[src/rtl/ex_shifter_pipe.sv]
// ex_shifter_pipe: pipelined barrel shifter (sll/srl/sra/rol/ror and RV64 *W ops) with valid/ready and flush
module ex_shifter_pipe #(
  parameter int XLEN = 64,
  parameter int STAGES = 2,
  localparam int SHAMT_W = $clog2(XLEN)
) (
  input  logic               clk,
  input  logic               rst,
  input  logic               flush,
  input  logic               in_valid,
  output logic               in_ready,
  input  logic [2:0]         in_op,
  input  logic               in_amt_src,
  input  logic [XLEN-1:0]    in_rs1,
  input  logic [XLEN-1:0]    in_rs2,
  input  logic [SHAMT_W-1:0] in_imm,
  input  logic [4:0]         in_tag,
  output logic               out_valid,
  input  logic               out_ready,
  output logic [XLEN-1:0]    out_data,
  output logic [4:0]         out_tag,
  output logic               busy
);
  localparam int LPS = (SHAMT_W + STAGES - 1) / STAGES;

  if (!(XLEN == 32 || XLEN == 64) || STAGES < 1 || STAGES > 3) begin : g_bad_params
    $error("ex_shifter_pipe: XLEN must be 32/64 and STAGES 1..3");
  end

  typedef struct packed {
    logic [XLEN-1:0]    d;
    logic [SHAMT_W-1:0] a;
    logic               f;
    logic               r;
    logic               l;
    logic               w;
    logic [4:0]         t;
  } stage_t;

  function automatic logic [XLEN-1:0] rev(input logic [XLEN-1:0] x);
    logic [XLEN-1:0] y;
    for (int i = 0; i < XLEN; i++) y[i] = x[XLEN-1-i];
    return y;
  endfunction

  function automatic logic [XLEN-1:0] sext32(input logic [31:0] x);
    return XLEN'({{XLEN{x[31]}}, x});
  endfunction

  // Right shift/rotate through the barrel levels owned by stage st; left ops arrive bit-reversed.
  function automatic logic [XLEN-1:0] levels(input logic [XLEN-1:0] x, input logic [SHAMT_W-1:0] amt,
                                             input logic fb, input logic rot, input int st);
    logic [XLEN-1:0] y;
    y = x;
    for (int i = 0; i < SHAMT_W; i++)
      if (i / LPS == st && amt[i])
        y = rot ? ((y >> (1 << i)) | (y << (XLEN - (1 << i))))
                : ((y >> (1 << i)) | ({XLEN{fb}} & ~({XLEN{1'b1}} >> (1 << i))));
    return y;
  endfunction

  logic [SHAMT_W-1:0] amt;
  logic               word, left, rotate, fill, unused;
  logic [XLEN-1:0]    src, post;
  logic [STAGES-1:0]  v, uv;
  logic [STAGES:0]    adv;
  stage_t             s [STAGES];
  stage_t             u [STAGES];
  stage_t             n [STAGES];

  assign amt    = in_amt_src ? in_imm : in_rs2[SHAMT_W-1:0];
  assign word   = XLEN == 64 && in_op[2] && in_op != 3'b111;
  assign left   = in_op == 3'b000 || in_op == 3'b011 || in_op == 3'b100;
  assign rotate = in_op[1:0] == 2'b11;
  assign fill   = in_op == 3'b010 ? in_rs1[XLEN-1] : in_op == 3'b110 && in_rs1[31];
  assign src    = !word ? in_rs1 : in_op == 3'b110 ? sext32(in_rs1[31:0]) : XLEN'(in_rs1[31:0]);
  assign unused = ^in_rs2;

  // Stage k may load when empty or when its successor drains; the tail drains on out_ready.
  always_comb begin
    adv[STAGES] = out_ready;
    for (int i = STAGES - 1; i >= 0; i--) adv[i] = ~v[i] | adv[i+1];
  end

  assign in_ready = ~rst & ~flush & adv[0];

  // Per-stage next values: each stage applies its share of barrel levels; the tail un-reverses and sign-extends.
  always_comb begin
    u[0]  = '{d: left ? rev(src) : src, a: word ? (amt & SHAMT_W'(31)) : amt,
              f: fill, r: rotate, l: left, w: word, t: in_tag};
    uv    = '0;
    uv[0] = in_valid & in_ready;
    for (int i = 1; i < STAGES; i++) begin
      u[i]  = s[i-1];
      uv[i] = v[i-1];
    end
    for (int i = 0; i < STAGES; i++) begin
      n[i]   = u[i];
      n[i].d = levels(u[i].d, u[i].a, u[i].f, u[i].r, i);
    end
    post            = n[STAGES-1].l ? rev(n[STAGES-1].d) : n[STAGES-1].d;
    n[STAGES-1].d   = n[STAGES-1].w ? sext32(post[31:0]) : post;
  end

  // Pipeline registers: flush clears valids only, payload loads only with a valid op.
  always_ff @(posedge clk)
    if (rst) begin
      v <= '0;
      s <= '{default: '0};
    end else begin
      for (int i = 0; i < STAGES; i++) begin
        v[i] <= ~flush & (adv[i] ? uv[i] : v[i]);
        if (adv[i] && uv[i]) s[i] <= n[i];
      end
    end

  assign out_valid = v[STAGES-1];
  assign out_data  = s[STAGES-1].d;
  assign out_tag   = s[STAGES-1].t;
  assign busy      = |v;
endmodule

[config.mk]
export PLATFORM = sky130hd
export DESIGN_NAME = ex_shifter_pipe
export DESIGN_NICKNAME = d
export VERILOG_FILES = /design/src/rtl/ex_shifter_pipe.sv
export SDC_FILE = /design/constraint.sdc
export NUM_CORES = 1
export LEC_CHECK = 0
export ABC_CLOCK_PERIOD_IN_PS = 1950
export BUFFER_PORTS_ARGS = -buffer_cell sky130_fd_sc_hd__buf_2
export CAP_MARGIN = 25
export CELL_PAD_IN_SITES_DETAIL_PLACEMENT = 0
export CELL_PAD_IN_SITES_GLOBAL_PLACEMENT = 1
export CORE_AREA = 3 3 240 219
export CTS_CLUSTER_SIZE = 40
export DETAILED_ROUTE_END_ITERATION = 8
export DIE_AREA = 0 0 243 222
export HOLD_SLACK_MARGIN = 0.06
export PLACE_DENSITY_LB_ADDON = 0.1
export SYNTH_ARGS = -nofsm -noshare
export SYNTH_HDL_FRONTEND = slang
export SYNTH_SLANG_ARGS = --single-unit
[constraint.sdc]
create_clock -name clk -period 1.95 [get_ports clk]
set_clock_uncertainty 0.15 [all_clocks]
set_input_delay 0.0975 -clock clk [delete_from_list [all_inputs] [get_ports clk]]
set_output_delay 0.0975 -clock clk [all_outputs]
set_load 0.01 [all_outputs]
== After elaboration in Yosys (flattened, before gate mapping) ==
Cells that the tools add are included.
W data, S select, Z words.
Word-level totals
  memories: 0
  word-level logic and storage cells: 69
  output and inout port bits: 72
  latch bits: 0
  input port bits: 148
  register bits: 150
  memory bits (read-only): 0
  memory bits (writable): 0
Cells by class
  eq/ne operators: 6
  reduce and logical (&&, ||, !) cells: 8
  multiplexer cells: 22
  bitwise logic cells: 23
  $add $sub $neg: 0
  shift-type cells: 0
  $mul: 0
  divide/modulo/power cells: 0
  order comparisons: 0
Operator list (count)
  $mux W64: 17
  $or A32 B64 Y64: 2
  $or A48 B64 Y64: 2
  $or A56 B64 Y64: 2
  $or A60 B64 Y64: 2
  $or A62 B64 Y64: 2
  $or A63 B64 Y64: 2
  $mux W6: 2
  $eq A3 B2 Y1 const B: 2
  $eq A3 B3 Y1 const B: 2
  $and A1 B1 Y1: 5
  $logic_and A1 B1 Y1: 4
  $not A1 Y1: 4
  $logic_not A3 Y1: 1
  $mux W1: 3
  $ne A3 B3 Y1 const B: 1
  $eq A2 B2 Y1 const B: 1
  $logic_or A1 B1 Y1: 2
  $or A1 B1 Y1: 2
  $reduce_or A2 Y1: 1

== Logic depth before layout (Yosys ltp) ==
  word-level depth: 13
  mapped depth: 10

== Least setup slack after synthesis ==
Ideal clock, no wire load.
  path type: flip-flop to flip-flop
  start point: register s (netlist bit n[7])
  end point: register s (netlist bit out_data[49])
  setup time: 0.122 ns
  period minus slack after synthesis: 2.152 ns
  setup slack: -0.202 ns
  path buffers: 2
  stages on the path, launching flop included: 9
  arrival time: 1.880 ns
  path through: dfxtp_1 buf_2 buf_2 mux2_1 mux4_2 nor2_1 nor2_1 a211oi_1 o21ai_1
On the way
  word-level cells in the longest chain between the ends: 10
  elaborated cells between the ends (all ways): 12
  those cells by class: 8 x mux; 4 x bitwise
Ends and longest elaborated chain
  start, declared: line 67  | stage_t s [STAGES];
  start signal, assigned by index: line 113  | if (adv[i] && uv[i]) s[i] <= n[i];
  $mux W64: line 57  | y = rot ? ((y >> (1 << i)) | (y << (XLEN - (1 << i))))
  $mux W64: line 56  | if (i / LPS == st && amt[i])
  $or A48 B64 Y64, on equally long branches: line 58, 57
  $mux W64: line 57
  $mux W64: line 56
  $or A32 B64 Y64, on equally long branches: line 57, 58
  $mux W64: line 57
  $mux W64 *: line 56
  $mux W64 *: line 101  | post = n[STAGES-1].l ? rev(n[STAGES-1].d) : n[STAGES-1].d;
  $mux W64 *: line 102  | n[STAGES-1].d = n[STAGES-1].w ? sext32(post[31:0]) : post;
Mark *: on every way between the ends. The rest lies on a longest branch, timed or not.
A chain may end at the register's enable or synchronous reset.

== Worst setup path in the final report ==
  start point: register s (netlist bit n[12])
  end point: register s (netlist bit out_data[1])
On the way
  word-level cells in the longest chain between the ends: 9
  elaborated cells between the ends (all ways): 11
  those cells by class: 7 x mux; 4 x bitwise
Ends and longest elaborated chain (line)
  $mux W64 *: 56
  $or A48 B64 Y64, on equally long branches: 58, 57
  $mux W64: 57
  $mux W64 *: 56
  $or A32 B64 Y64, on equally long branches: 58, 57
  $mux W64: 57
  $mux W64 *: 56
  $mux W64 *: 101
  $mux W64 *: 102
Marked as above.

==> impl_metrics.py <==
metrics = {
    "sta": {
        "tightest_slew_ns": 0.7505,
        "slew_violations": 0,
        "hold_slack_ns": 0.1149,
        "final-hold-violation-count": 0,
        "min_period_over_period_pct": 117.3,
        "final_worst_setup_slack_ns": -0.3377,
        "period_minus_slack_ns": 2.288,
        "finalSetupViolations": 64,
        "slew_headroom_pct": 49.78,
        "setup_tns_ns": -13.95,
        "setup_repair_after_global_routing_missed_its_margin": "true",
        "fmaxAchievable_mhz": 437.1,
    },
    "clock_network": {
        "sinks_on_the_clock_net": 147,
        "root_buffer": "sky130_fd_sc_hd__clkbuf_16",
        "numCtsBuffers": 17,
        "htree_num_levels": 4,
        "cts-root-to-sink-buffers": 2,
        "path_clk_slew_ns": 0.06,
        "cts_tree": "yes",
        "clock_insertion_delay_worst_skew_ns": 0.45,
    },
    "power": {
        "switching_share_of_total_power_pct": 34.57,
        "vdd_ir_drop_max_v": 0.0004386,
        "pwr-share-comb_pct": 38.2,
        "leakagePower_uw": 0.007957,
        "share_seq_of_total_power_pct": 29.9,
        "p_per_area_mw_per_mm2": 564.8,
        "cell_internal_pwr_uw": 7229,
        "p_switching_uw": 3820,
        "clockPowerShare_pct": 31.9,
    },
    "synth": {
        "synth_top_cells_by_area": "sky130_fd_sc_hd__dfxtp_1 22%, sky130_fd_sc_hd__mux2i_1 17%, sky130_fd_sc_hd__mux4_2 6.5%",
        "synth_async_sr_flop_share_pct": 0,
        "synthesized_instance_count": 1622,
        "synthesis.area_mm2": 0.01349,
        "synth_top_cell_area_share_pct": 21.81,
        "postSynthRegisterBits": 147,
        "yosysTopAreaCell": "sky130_fd_sc_hd__dfxtp_1",
        "synth_edf_count": 0,
        "ys.warnings.count": 0,
        "syn-num-nets": 1770,
        "synth_area_per_cell_um2": 8.318,
        "synth_seq_area_share_pct": 21.81,
        "number_of_distinct_standard_cells_referenced_by_the_synthesized_netlist": 73,
        "postSynth.topFlopCell": "sky130_fd_sc_hd__dfxtp_1",
    },
    "route": {
        "routed_wl_um": 60570,
        "dr_wl_cell_um": 22.45,
        "first_pass_iters": 9,
        "post-route-drc-count": 0,
        "dr.first_iter.drc_count": 1000,
        "via_count": 14700,
        "postRouteAntennaNets": 0,
        "avgViaCountPerCell": 5.448,
    },
    "placed_design": {
        "numPortBuffers": 161,
        "globalplace.congestion": 0.8828,
        "dpl.hpwl_um": 46930,
        "post-place-ws_ns": -0.4949,
        "place_area_mm2": 0.01729,
        "dpl.cell_count": 2618,
    },
    "final_layout": {
        "num_antenna_cells": 0,
        "final_net_count": 2153,
        "final_cells": 2698,
        "area.sequential_mm2": 0.002960,
        "design_area_mm2": 0.01956,
        "drive_above_1_share_pct": 43.61,
        "fill_cells": 5158,
        "area_added_between_synthesis_and_finish_pct": 44.99,
        "multi_input_comb_area_mm2": 0.01008,
    },
    "worst_setup_path": {
        "path_max_fanout": 4,
        "critical_path.reg2reg.startpoint": "n[12]",
        "critical_path.reg2reg.endpoint": "out_data[1]",
        "critPathSlowestCell": "sky130_fd_sc_hd__mux4_2",
        "largest_stage_delay_worst_path_ns": 0.55,
        "cp.arrival_ns": 2.45,
        "timing.setup.critical_path_class": "flip-flop to flip-flop",
        "worst_setup_path_end_kind": "flip-flop",
        "worstPathBufferInverterCount": 4,
        "timing.critical_path.required_ns": 2.11,
        "critPathLaunchType": "flip-flop",
        "critical_path.top_delay_family": "multiplexers",
        "worstRegToRegCells": 9,
        "worstPathCellList": "buf_12 > clkbuf_16 > buf_4 > mux4_2 > mux2i_4 > buf_6 > a21oi_1 > o21ai_1 > a21oi_1",
        "rrSetupSlack_ns": -0.34,
        "cp_common_cell": "sky130_fd_sc_hd__a21oi_1",
    },
    "floorplanning": {
        "effective_utilization_at_floorplan_pct": 26.90,
        "die-width_um": 243,
        "rows": 78,
        "die_height_um": 222,
        "design.die.area_mm2": 0.05395,
        "core-area_mm2": 0.05016,
        "io_pins": 220,
    },
    "worst_hold_path": {
        "hp-start": "in_rs2[5]",
        "whs_endpoint": "n[14]",
        "min-delay-path-class": "input pin to flip-flop",
        "cells_on_worst_hold_path": 5,
    },
    "grt": {
        "gr-total-overflow": 0,
        "maximum_number_of_pins_on_one_net_before_global_route_repair": 85,
        "grt_pass1_wl_um": 90130,
        "groute.usage.overall_pct": 21.40,
        "first_global_vias": 14122,
        "antenna_violations_before_repair": 2,
    },
    "outcome": {
        "violations": "negative setup slack",
        "result_of_the_run": "finished, violations left",
    },
    "flow_run": {
        "timing.max_cap.violations": 0,
    },
}
==> worst register-to-register path: cells and delay by family, from the launching register on <==
kind | cells | cell delay, ns
multiplexers | 2 | 0.77
buffers and inverters | 4 | 0.51
flip-flops | 1 | 0.42
AO/OA/AOI/OAI | 3 | 0.30
==> cell type report <==
type	count	share of cell area, %
multi-input cells	1227	51.53
repair buffers	604	25.70
flip-flops and latches	147	15.13
well taps	680	4.349
clock buffers	21	2.354
clock inverters	11	0.7676
inverters	8	0.1663
==> state kept, by name, indices dropped and copies added (netlist names) <==
register	flops
out_data	64
s	64
n	12
out_tag	5
v	2
==> power by group through the flow <==
stage | sequential [µW] | clock (µW) | combinational, µW
after floorplan | 3290 | 0 | 2060
final | 3300 | 3530 | 4220
after global placement | 3360 | 0 | 3760
after CTS | 3290 | 3620 | 3950
after detailed placement | 3360 | 0 | 3780
after global routing | 3310 | 3710 | 4520
==> per-layer routing <==
| metal | track usage (%) | up-vias | wire, µm |
|---|---|---|---|
| met2 | 34.22 | 381 | 27650 |
| met5 | 0 | - | 0 |
| met1 | 30.68 | 7334 | 29130 |
| li1 | - | 6959 | - |
| met3 | 3.628 | 26 | 3256 |
| met4 | 3.334 | 0 | 524 |
==> placed cells by master (no fill, tap or decap), drive strengths merged, types with 6 or more instances in the layout <==
cell type / netlist / layout
o211ai: 7 / 7
a221oi: 46 / 46
a211oi: 38 / 38
clkbuf: 79 / 25
dlygate4sd3: 0 / 14
nor2b: 36 / 36
o221ai: 11 / 11
a211o: 9 / 9
nor2: 143 / 143
a221o: 53 / 53
a21o: 11 / 11
a2111oi: 7 / 7
dfxtp: 147 / 147
nand2: 120 / 120
o22ai: 62 / 62
o32ai: 11 / 11
buf: 162 / 586
a22oi: 8 / 8
o21ai: 87 / 87
o221a: 11 / 11
a222oi: 22 / 22
a31oi: 8 / 8
mux4: 39 / 39
a21oi: 142 / 142
mux2i: 226 / 226
nand3: 22 / 22
and3: 6 / 6
nor3: 10 / 10
mux2: 31 / 32
inv: 7 / 10
nand2b: 11 / 11
==> cell families after synthesis <==
logic type | after synthesis | synth area share [%]
and+or+nand+nor | 363 | 11.74
xor gates and xnor gates | 2 | 0.1299
DFF | 147 | 21.81
AOI/OAI and AO/OA | 565 | 29.65
muxes | 296 | 25.99
buffers and inverters | 249 | 10.68
==> how the worst max path moves through the flow <==
stage                from            to  slack [ns]  cells after the start
6_report            n[12]   out_data[1]       -0.34                      9
3_3_place_gp     in_op[2]         s[97]       -0.51                      9
5_1_grt             n[12]  out_data[61]       -0.40                      9
4_1_cts             n[12]  out_data[61]       -0.32                      7
3_5_place_dp   in_amt_src        s[147]       -0.49                      8
2_1_floorplan       n[12]  out_data[43]       -0.11                      8
==> synthesized netlist by cell type, types with 12 or more instances <==
cell / n
sky130_fd_sc_hd__dfxtp_1: 147
sky130_fd_sc_hd__nand3_1: 22
sky130_fd_sc_hd__a211oi_1: 36
sky130_fd_sc_hd__clkbuf_1: 78
sky130_fd_sc_hd__mux2i_1: 225
sky130_fd_sc_hd__nor2_1: 142
sky130_fd_sc_hd__o21ai_1: 15
sky130_fd_sc_hd__o21ai_0: 70
sky130_fd_sc_hd__mux2_2: 25
sky130_fd_sc_hd__buf_1: 18
sky130_fd_sc_hd__mux4_2: 39
sky130_fd_sc_hd__nand2_1: 120
sky130_fd_sc_hd__buf_4: 90
sky130_fd_sc_hd__buf_6: 12
sky130_fd_sc_hd__a21oi_1: 140
sky130_fd_sc_hd__nor2b_1: 36
sky130_fd_sc_hd__a222oi_1: 22
sky130_fd_sc_hd__o22ai_1: 62
sky130_fd_sc_hd__a221o_1: 53
sky130_fd_sc_hd__buf_2: 40
sky130_fd_sc_hd__a221oi_1: 46
==> per-stage QoR <==
step / total power, µW / util [%]
finish: 11050 / 39.00
global route: 11540 / 39.00
CTS: 10860 / 37.16
detailed placement: 7141 / 34.46
global placement: 7126 / 34.46
floorplan: 5348 / -
==> repair_timing <==
item / CTS / global route
resized for setup: 97 / 178
endpoints found under the hold margin: 53 / 0
gates cloned: 3 / 4
hold buffers: 14 / 0
pin swaps: 26 / 39
setup endpoints to repair: 100 / 117
setup buffers: 19 / 15
Note: power is estimated with default switching activity, not from simulation.
